## src/rtl/ps2_pkg.sv

```systemverilog
// Shared constants and decoder state encoding for the PS/2 scancode receiver.
package ps2_pkg;
   localparam logic [7:0] PS2_BREAK      = 8'hF0;
   localparam logic [7:0] PS2_EXT        = 8'hE0;
   localparam int         PS2_FRAME_BITS = 11;

   typedef enum logic [1:0] {
      IDLE  = 2'd0,
      EXT   = 2'd1,
      BREAK = 2'd2
   } dec_state_t;
endpackage

```

## src/rtl/ps2_frame_rx.sv

```systemverilog
// PS/2 frame deserialiser: pin synchronisers, falling-edge detect, 11-bit
// framing with odd parity and a mid-frame idle timeout.
module ps2_frame_rx
   import ps2_pkg::*;
#(
   parameter int TIMEOUT_CYCLES = 50000
) (
   input  logic       clk,
   input  logic       clrn,
   input  logic       i_ps2_clk,
   input  logic       i_ps2_data,
   output logic       o_byte_valid,
   output logic [7:0] o_byte,
   output logic       o_frame_err
);
   localparam int CW = $clog2(TIMEOUT_CYCLES + 1);

   logic          r_clk_s1, r_clk_s2, r_clk_s3;
   logic          r_dat_s1, r_dat_s2;
   logic [3:0]    r_bitcnt;
   logic [9:0]    r_shift;
   logic [CW-1:0] r_idle;

   logic w_fall, w_last, w_ok, w_timeout;

   always_comb begin
      w_fall    = r_clk_s3 & ~r_clk_s2;
      w_last    = w_fall && (r_bitcnt == 4'(PS2_FRAME_BITS - 1));
      // r_shift holds {parity, d7..d0, start}; the live data bit is the stop bit
      w_ok      = ~r_shift[0] & r_dat_s2 & (^r_shift[9:1]);
      w_timeout = !w_fall && (r_bitcnt != 4'd0) && (r_idle == CW'(TIMEOUT_CYCLES));
      o_byte_valid = w_last & w_ok;
      o_byte       = r_shift[8:1];
      o_frame_err  = (w_last & ~w_ok) | w_timeout;
   end

   always_ff @(posedge clk or negedge clrn) begin
      if (!clrn) begin
         r_clk_s1 <= 1'b1;
         r_clk_s2 <= 1'b1;
         r_clk_s3 <= 1'b1;
         r_dat_s1 <= 1'b1;
         r_dat_s2 <= 1'b1;
         r_bitcnt <= 4'd0;
         r_shift  <= 10'd0;
         r_idle   <= '0;
      end else begin
         r_clk_s1 <= i_ps2_clk;
         r_clk_s2 <= r_clk_s1;
         r_clk_s3 <= r_clk_s2;
         r_dat_s1 <= i_ps2_data;
         r_dat_s2 <= r_dat_s1;
         if (w_fall) begin
            r_idle <= '0;
            if (w_last) begin
               r_bitcnt <= 4'd0;
            end else begin
               r_bitcnt <= r_bitcnt + 4'd1;
               r_shift  <= {r_dat_s2, r_shift[9:1]};
            end
         end else if (w_timeout) begin
            r_bitcnt <= 4'd0;
            r_idle   <= '0;
         end else if (r_bitcnt != 4'd0) begin
            r_idle <= r_idle + CW'(1);
         end
      end
   end
endmodule

```

## src/rtl/ps2_scancode_rx.sv

```systemverilog
// Keyboard front end: strips E0/F0 prefixes, tracks the held key and writes
// each new press to the translation RAM at a monotonically advancing address.
module ps2_scancode_rx
   import ps2_pkg::*;
#(
   parameter int TIMEOUT_CYCLES = 50000,
   parameter int ADDR_W         = 8
) (
   input  logic              clk,
   input  logic              clrn,
   input  logic              ps2_clk,
   input  logic              ps2_data,
   output logic              we,
   output logic [ADDR_W-1:0] inaddr,
   output logic [7:0]        din,
   output logic              pressed,
   output logic [7:0]        cur_code,
   output logic              frame_err,
   output logic [7:0]        key_count,
   output logic [1:0]        dbg_state
);
   logic       w_byte_valid, w_rx_err;
   logic [7:0] w_byte;

   ps2_frame_rx #(.TIMEOUT_CYCLES(TIMEOUT_CYCLES)) u_frame_rx (
      .clk          (clk),
      .clrn         (clrn),
      .i_ps2_clk    (ps2_clk),
      .i_ps2_data   (ps2_data),
      .o_byte_valid (w_byte_valid),
      .o_byte       (w_byte),
      .o_frame_err  (w_rx_err)
   );

   dec_state_t        r_state, w_state_nxt;
   logic              r_we, r_pressed, r_frame_err;
   logic [ADDR_W-1:0] r_wptr, r_inaddr;
   logic [7:0]        r_din, r_cur_code, r_key_count;
   logic              w_make, w_release, w_write;

   always_comb begin
      w_state_nxt = r_state;
      w_make      = 1'b0;
      w_release   = 1'b0;
      if (w_byte_valid) begin
         case (r_state)
            IDLE: begin
               if (w_byte == PS2_EXT)        w_state_nxt = EXT;
               else if (w_byte == PS2_BREAK) w_state_nxt = BREAK;
               else                          w_make      = 1'b1;
            end
            EXT: begin
               if (w_byte == PS2_BREAK) begin
                  w_state_nxt = BREAK;
               end else begin
                  w_make      = 1'b1;
                  w_state_nxt = IDLE;
               end
            end
            BREAK: begin
               w_release   = 1'b1;
               w_state_nxt = IDLE;
            end
            default: w_state_nxt = IDLE;
         endcase
      end
      // A make of the key already held is typematic repeat and is not written
      w_write = w_make && !(r_pressed && (w_byte == r_cur_code));
   end

   // we is a one-cycle valid with no ready: the RAM always accepts, and
   // inaddr/din are stable while we=1 and hold afterwards.
   always_ff @(posedge clk or negedge clrn) begin
      if (!clrn) begin
         r_state     <= IDLE;
         r_we        <= 1'b0;
         r_wptr      <= '0;
         r_inaddr    <= '0;
         r_din       <= 8'd0;
         r_pressed   <= 1'b0;
         r_cur_code  <= 8'd0;
         r_frame_err <= 1'b0;
         r_key_count <= 8'd0;
      end else begin
         r_state     <= w_state_nxt;
         r_we        <= w_write;
         r_frame_err <= w_rx_err;
         if (w_write) begin
            r_din       <= w_byte;
            r_inaddr    <= r_wptr;
            r_wptr      <= r_wptr + ADDR_W'(1);
            r_cur_code  <= w_byte;
            r_pressed   <= 1'b1;
            r_key_count <= r_key_count + 8'd1;
         end else if (w_release && (w_byte == r_cur_code)) begin
            r_pressed <= 1'b0;
         end
      end
   end

   assign we        = r_we;
   assign inaddr    = r_inaddr;
   assign din       = r_din;
   assign pressed   = r_pressed;
   assign cur_code  = r_cur_code;
   assign frame_err = r_frame_err;
   assign key_count = r_key_count;
   assign dbg_state = r_state;
endmodule

```

## config.mk

```make
export PLATFORM = sky130hd
export DESIGN_NAME = ps2_scancode_rx
export DESIGN_NICKNAME = d
export VERILOG_FILES = /design/src/rtl/ps2_pkg.sv /design/src/rtl/ps2_frame_rx.sv /design/src/rtl/ps2_scancode_rx.sv
export SDC_FILE = /design/constraint.sdc
export NUM_CORES = 1
export LEC_CHECK = 0
export CORE_AREA = 3 3 84 86
export CTS_BUF_LIST = sky130_fd_sc_hd__clkbuf_4
export CTS_CLUSTER_SIZE = 16
export DETAILED_ROUTE_END_ITERATION = 16
export DIE_AREA = 0 0 87 89
export PLACE_DENSITY = 0.83
export RECOVER_POWER = 100
export SETUP_SLACK_MARGIN = 0.4
export SLEW_MARGIN = 20
export SYNTH_ARGS = -nofsm -noshare
export SYNTH_HDL_FRONTEND = slang
export SYNTH_SLANG_ARGS = --single-unit
export TNS_END_PERCENT = 30
```

## constraint.sdc

```tcl
create_clock -name clk -period 2.75 [get_ports clk]
set_clock_uncertainty 0.15 [all_clocks]
set_input_delay 0.825 -clock clk [delete_from_list [all_inputs] [get_ports clk]]
set_output_delay 0.825 -clock clk [all_outputs]
set_load 0.005 [all_outputs]
```

==> impl_metrics.csv, run 1 <==
group,metric,value,unit
global_route,grt_max_degree,73,
global_route,grt_pass1_vias,2427,
floorplanning,dieHeight,89,um
setup_path,worstPathArrival,2.72,ns
clock_tree,clkLatencyLatePin,0.42,ns
finish,layout-drive-gt1-share,0.177,
global_route,gr-total-overflow,0,
power_and_ir_drop,clock_power_share,0.213,
synth,synth_xor_xnor_area_share,0.0956,
finish,fill_cells,466,
floorplanning,std_cell_rows,29,
global_route,antenna_found_initial,0,
placed_design,routabilityCongestion,0.854,
placed_design,placedCellCount,423,
setup_path,reg2reg_slack,0.18,ns
route,drtIter0Drc,163,
setup_path,cp-end-kind,"flop",
clock_tree,cts_tree,"done",
route,firstDrtPassIters,4,
global_route,grt_pass1_wl,12000,um
route,drc_errors,0,
power_and_ir_drop,net-switching-power,857,uW
sta,worst_slew_pin_slew,1.72,ns
min_path,hold_path.startpoint,"u_frame_rx.r_dat_s1",
synth,yosys_warnings,0,
setup_path,critPathKind,"flop to flop",
route,vias,2556,
floorplanning,die_x,87,um
synth,postSynthCellCount,313,
synth,ys_async_sr_fraction,1.00,
synth,synth_area_leaders,"dfrtp_1, mux2_4, xor2_1",
floorplanning,die-area,0.00774,mm2
synth,synth_top_cell_by_area,"dfrtp_1",
finish,diodes,0,
clock_tree,clk_path_buf_depth,2,
finish,nNetsFinal,389,
finish,syn2layout_area_growth,19.0,%
min_path,holdPathEnd,"u_frame_rx.r_dat_s2",
finish,stdcell_count,455,
sta,min_period,2.57,ns
floorplanning,io_pins,41,
sta,relSlewSlack,-0.147,
global_route,grt_use_total,0.202,
floorplanning,fp.coreArea,0.00635,mm2
synth,synthSimpleGateAreaFrac,0.187,
placed_design,io_buffers,40,
power_and_ir_drop,power_leakage,0.00219,uW
min_path,hp-class,"flop to flop",
run,maxCapViolCount,1,
route,wl_per_cell,16.6,um
power_and_ir_drop,swShare,0.332,
finish,final_util,0.680,
synth,yosys-top-cells-count,"dfrtp_1, xor2_1, nor2_1",
sta,clock.fmax,388,MHz
setup_path,cp_max_fo,5,
synth,synth_seq_cells,72,
power_and_ir_drop,internal-power,1730,uW
clock_tree,clk_pin_slew,0.12,ns
status,status,"complete, but fails checks",
synth,synth_area,0.00363,mm2
placed_design,dp.final_hpwl,4690,um
clock_tree,cts_buffers,9,
power_and_ir_drop,comb_power_share,0.303,
power_and_ir_drop,ir_worst_vdd,0.344,mV
route,via_per_inst,5.62,
synth,synth_fa_ha_area_frac,0.0414,
setup_path,critPathLaunchType,"flop",
synth,syn-mean-instance-area,11.6,um2
sta,setup_viol,0,
sta,slew_viol_final,73,
synth,syn_nets,329,
synth,synth_top_area_frac,0.462,
synth,ys_types,41,
setup_path,ff2ff_path_depth,8,
synth,dominantRegCellSynth,"dfrtp_1",
route,postRouteAntennaNets,0,
sta,post-route-period-util,0.936,
setup_path,r2r_start,"u_frame_rx.r_shift[1]",
power_and_ir_drop,power_frac_seq,0.484,
status,violations,"max-capacitance violations, max-slew violations",
floorplanning,initial_core_util,0.571,
synth,yosysSeqAreaShare,0.498,
synth,synth_most_common_cell,"dfrtp_1",
sta,final-hold-violation-count,0,
setup_path,critPathRequiredTime,2.90,ns
sta,grt_setup_unrepaired,"yes",
synth,muxShareOfSynthArea,0.0942,
clock_tree,cts-htree-levels,3,
power_and_ir_drop,powerDensity,599,mW/mm2
synth,synth_compound_area_frac,0.0410,
synth,synth_top_family_by_area,"simple AND/OR/NAND/NOR gates",
clock_tree,clkSinkCount,72,
setup_path,reg2reg_to,"cur_code[0]",
min_path,whs_path_depth,0,
route,routed_wl,7550,um
sta,final.setup.tns,0,ns
synth,synth-edff-count,0,
clock_tree,root_buffer,"clkbuf_4",
## cell usage in the layout (no fill, tap or decap), types with 3 or more instances in the layout
cell,synthesis,final
xor2_1,28,28
nand3_1,18,18
inv_2,0,4
dlygate4sd3_1,0,39
nor4b_1,1,3
nand2b_1,4,4
ha_1,12,10
and3_1,6,6
clkinv_2,0,3
mux2_1,0,11
buf_4,8,14
dfrtp_1,67,67
inv_1,11,7
nand2_1,23,23
nand4b_1,3,3
mux2_4,19,8
nor4b_2,5,3
clkbuf_4,0,10
a21oi_1,7,7
o21ai_0,10,10
nor2_1,25,25
dfstp_2,5,4
mux2_2,5,5
nor3b_1,3,5
nand4_1,12,12
xnor2_1,9,9
## power groups by stage
| stage | Sequential [uW] | Combinational [uW] | Clock (uW) |
|---|---|---|---|
| 6_report | 1250 | 784 | 550 |
| 2_1_floorplan | 1270 | 454 | 0 |
| 4_1_cts | 1240 | 758 | 569 |
| 3_5_place_dp | 1290 | 628 | 0 |
| 3_3_place_gp | 1280 | 606 | 0 |
| 5_1_grt | 1260 | 872 | 625 |
## sequential cells by signal, summed over array words and instances, names as in the netlist, 2 cells and up
signal,flops
u_frame_rx.r_bitcnt,4
key_count,8
r_wptr,8
u_frame_rx.r_idle,16
cur_code,8
u_frame_rx.r_shift,10
dbg_state,2
inaddr,8
## worst max-delay path, stage by stage, from the launching register on
cell and delay [ns]:
dfrtp_1 0.38, inv_2 0.06, ha_4 0.25, xnor3_1 0.41, mux2_4 0.32, nor3b_2 0.25, buf_6 0.17, buf_12 0.12
mux2_1 0.34
## per-stage QoR
stage,hold slack [ns],total power (uW),instance area (um2),worst slack [ns]
floorplan,0.195,1720,3630,0.299
global placement,0.197,1890,4100,0.256
detailed placement,0.198,1920,4100,0.156
CTS,0.215,2570,4300,0.244
global route,0.220,2760,4320,0.0891
finish,0.214,2580,4320,0.176
## cell type report
class / instances / area (um2) / share of cell area
clock buffers: 9 / 67.6 / 0.0157
clock inverters: 7 / 38.8 / 0.00899
inverters: 11 / 41.3 / 0.00957
multi-input cells: 214 / 1620 / 0.375
flip-flops and latches: 72 / 1810 / 0.419
well taps: 77 / 96.3 / 0.0223
repair buffers: 65 / 646 / 0.150
## timing repair
| action | 4_1_cts | 5_1_grt |
|---|---|---|
| setup buffers | 9 | 4 |
| cloned | 1 | 2 |
| resized for setup | 1 | 8 |
| hold buffers | 0 | 0 |
| pin swaps | 2 | 3 |
| endpoints found under the setup margin | 54 | 61 |
## how the worst max path moves through the flow
stage / cells past startpoint / start / slack, ns / endpoint
floorplan: 7 / u_frame_rx.r_shift[1] / 0.30 / cur_code[4]
global placement: 7 / u_frame_rx.r_shift[1] / 0.26 / inaddr[3]
detailed placement: 7 / u_frame_rx.r_shift[3] / 0.16 / cur_code[0]
CTS: 8 / u_frame_rx.r_shift[5] / 0.24 / cur_code[7]
global route: 8 / u_frame_rx.r_shift[1] / 0.09 / key_count[1]
finish: 8 / u_frame_rx.r_shift[1] / 0.18 / cur_code[0]
## layer usage
layer  global-route usage  part of all wire
met5                    0                 0
met4               0.0836             0.024
met3               0.0387             0.041
met2                0.335              0.50
met1                0.262              0.44
## cells by family (layout without fill, tap and decap cells)
| family | count (synthesis) | in the layout |
|---|---|---|
| XOR/XNOR | 38 | 38 |
| flip-flops | 72 | 72 |
| adder cells (fa/ha/maj) | 12 | 12 |
| AND/OR/NAND/NOR | 115 | 115 |
| multiplexers | 24 | 24 |
| AO/OA/AOI/OAI | 25 | 25 |
| buffers and inverters | 27 | 92 |
No activity file was read; power rests on OpenSTA's default activity.
==> run 2, diff against run 1 <==
--- a/config.mk
+++ b/config.mk
@@ -7,7 +7,6 @@
 export LEC_CHECK = 0
 export CORE_AREA = 3 3 84 86
 export CTS_BUF_LIST = sky130_fd_sc_hd__clkbuf_4
-export CTS_CLUSTER_SIZE = 16
 export DETAILED_ROUTE_END_ITERATION = 16
 export DIE_AREA = 0 0 87 89
 export PLACE_DENSITY = 0.83
==> results of run 2 <==
No change in the layout: final DEF, timing and power equal those of run 1.
==> run 3, diff against run 2 <==
--- a/config.mk
+++ b/config.mk
@@ -5,11 +5,13 @@
 export SDC_FILE = /design/constraint.sdc
 export NUM_CORES = 1
 export LEC_CHECK = 0
-export CORE_AREA = 3 3 84 86
+export CELL_PAD_IN_SITES_DETAIL_PLACEMENT = 1
+export CELL_PAD_IN_SITES_GLOBAL_PLACEMENT = 1
+export CORE_AREA = 3 3 92 94
 export CTS_BUF_LIST = sky130_fd_sc_hd__clkbuf_4
 export DETAILED_ROUTE_END_ITERATION = 16
-export DIE_AREA = 0 0 87 89
-export PLACE_DENSITY = 0.83
+export DIE_AREA = 0 0 95 97
+export PLACE_DENSITY = 0.85
 export RECOVER_POWER = 100
 export SETUP_SLACK_MARGIN = 0.4
 export SLEW_MARGIN = 20
==> run 3 against run 2 <==
  * The run still ends with max-capacitance violations, max-slew violations left
  * Die area up 19%
  * Count of clock-buffer cells in the layout is the same
  * Power grew 4.0%
  * Critical endpoint is now inaddr[6]
  * Clock power is 19% higher
  * Combinational power decreased by 4.1%
==> impl_metrics.csv, run 3 (synthesis gave the netlist of run 1 again) <==
group,metric,value,unit
status,status,"complete, but fails checks",
status,violations,"max-capacitance violations, max-slew violations",
floorplanning,die_x,95,um
clock_tree,cts_tree,"done",
sta,clock.fmax,388,MHz
clock_tree,cts_buffers,9,
route,vias,2524,
finish,layout-drive-gt1-share,0.183,
sta,relSlewSlack,-0.197,
floorplanning,initial_core_util,0.469,
power_and_ir_drop,net-switching-power,908,uW
sta,final.setup.tns,0,ns
floorplanning,std_cell_rows,32,
route,wl_per_cell,18.0,um
route,drc_errors,0,
clock_tree,clk_path_buf_depth,2,
finish,largestRegisters,"u_frame_rx.r_idle (16), u_frame_rx.r_shift (10)",
global_route,gr-total-overflow,0,
power_and_ir_drop,internal-power,1780,uW
route,via_per_inst,5.38,
setup_path,critPathKind,"flop to flop",
sta,final-hold-violation-count,0,
floorplanning,dieHeight,97,um
global_route,grt_pass1_vias,2698,
power_and_ir_drop,power_leakage,0.00213,uW
floorplanning,io_pins,41,
finish,top_register,"u_frame_rx.r_idle",
finish,diodes,0,
finish,nNetsFinal,379,
global_route,grt_pass1_wl,14100,um
sta,min_period,2.58,ns
floorplanning,fp.coreArea,0.00773,mm2
power_and_ir_drop,power_frac_seq,0.477,
power_and_ir_drop,clock_power_share,0.244,
global_route,antenna_found_initial,0,
setup_path,critPathRequiredTime,2.93,ns
sta,grt_setup_unrepaired,"yes",
power_and_ir_drop,swShare,0.338,
finish,final_cell_mix,"dfrtp_1, dlygate4sd3_1, xor2_1",
power_and_ir_drop,total_power,2690,uW
setup_path,worstPathArrival,2.76,ns
clock_tree,clkLatencyLatePin,0.43,ns
clock_tree,root_buffer,"clkbuf_4",
route,firstDrtPassIters,4,
route,postRouteAntennaNets,0,
global_route,grt_use_total,0.195,
finish,multi_input_area,0.00167,mm2
run,maxCapViolCount,1,
global_route,grt_max_degree,73,
finish,layout_commonest_cell,"dfrtp_1",
placed_design,io_buffers,40,
finish,largest_reg_flops,16,
finish,syn2layout_area_growth,18.1,%
power_and_ir_drop,comb_power_share,0.280,
sta,slew_viol_final,73,
clock_tree,cts-htree-levels,3,
min_path,hp-class,"flop to flop",
sta,setup_viol,0,
clock_tree,clk_pin_slew,0.13,ns
finish,fill_cells,827,
power_and_ir_drop,powerDensity,627,mW/mm2
sta,worst_slew_pin_slew,1.80,ns
finish,seq_area,0.00181,mm2
clock_tree,clkSinkCount,72,
placed_design,routabilityCongestion,0.829,
sta,post-route-period-util,0.938,
route,routed_wl,8420,um
setup_path,critPathLaunchType,"flop",
setup_path,cp-end-kind,"flop",
placed_design,dp.final_hpwl,5810,um
power_and_ir_drop,ir_worst_vdd,0.432,mV
floorplanning,die-area,0.00922,mm2
route,drtIter0Drc,90,
sta,timing.hold.ws,0.213,ns
setup_path,cp_max_fo,15,
==> run 3: changes by cell type in the layout (fill, tap and decap cells not counted), sizes merged <==
cell	delta
buf	-6
clkbuf	-4
clkinv	-3
bufinv	+1
inv	+1
==> run 3: per-stage QoR <==
step | utilization | cell area [um2] | std cells | setup WS, ns
after detailed placement | 0.535 | 4140 | 449 | 0.144
after global routing | 0.555 | 4290 | 469 | 0.0859
after floorplan | - | 3630 | 313 | 0.299
after global placement | 0.535 | 4140 | 449 | 0.234
final | 0.555 | 4290 | 469 | 0.171
after CTS | 0.560 | 4320 | 468 | 0.214
==> run 3: worst paths after layout <==
check                           cells past startpoint                  start                     to  slack (ns)
worst min register to register                      0    u_frame_rx.r_dat_s1    u_frame_rx.r_dat_s2        0.21
min in group asynchronous                           2                   clrn            cur_code[7]        0.80
max in group asynchronous                           2                   clrn  u_frame_rx.r_shift[5]        0.47
worst max register to register                      7  u_frame_rx.r_shift[1]              inaddr[6]        0.17
worst min-delay path                                0    u_frame_rx.r_dat_s1    u_frame_rx.r_dat_s2        0.21
worst max-delay path                                7  u_frame_rx.r_shift[1]              inaddr[6]        0.17
==> run 3: routing by layer <==
layer | track usage | wire (um)
met4 | 0.0522 | 117
met3 | 0.0397 | 254
met5 | 0 | 0
met1 | 0.242 | 3580
met2 | 0.340 | 4470
==> run 3: final cells by class <==
type	count	area share
Sequential cell	72	0.422
Multi-Input combinational cell	214	0.389
Timing Repair Buffer	55	0.120
Tap cell	102	0.0298
Clock buffer	9	0.0158
Clock inverter	6	0.0140
Inverter	11	0.00964
==> run 3: what timing repair did <==
| action | 4_1_cts | 5_1_grt |
|---|---|---|
| hold buffers | 0 | 0 |
| buffers inserted | 4 | 1 |
| pin swaps | 0 | 0 |
| resized for setup | 7 | 5 |
| setup endpoints to repair | 59 | 65 |
==> run 3: power by group through the flow <==
stage / Clock (uW) / Combinational, uW / Sequential, uW
global route: 710 / 842 / 1300
global placement: 0 / 608 / 1290
CTS: 669 / 752 / 1270
floorplan: 0 / 454 / 1270
detailed placement: 0 / 652 / 1310
finish: 655 / 752 / 1280
==> run 3: worst max-delay path: stages, from the launching register on <==
cell and delay (ns):
dfrtp_1 0.40, inv_1 0.12, ha_4 0.21, xnor3_1 0.46, mux2_4 0.34, nor3b_4 0.25, buf_12 0.21, mux2_1 0.33
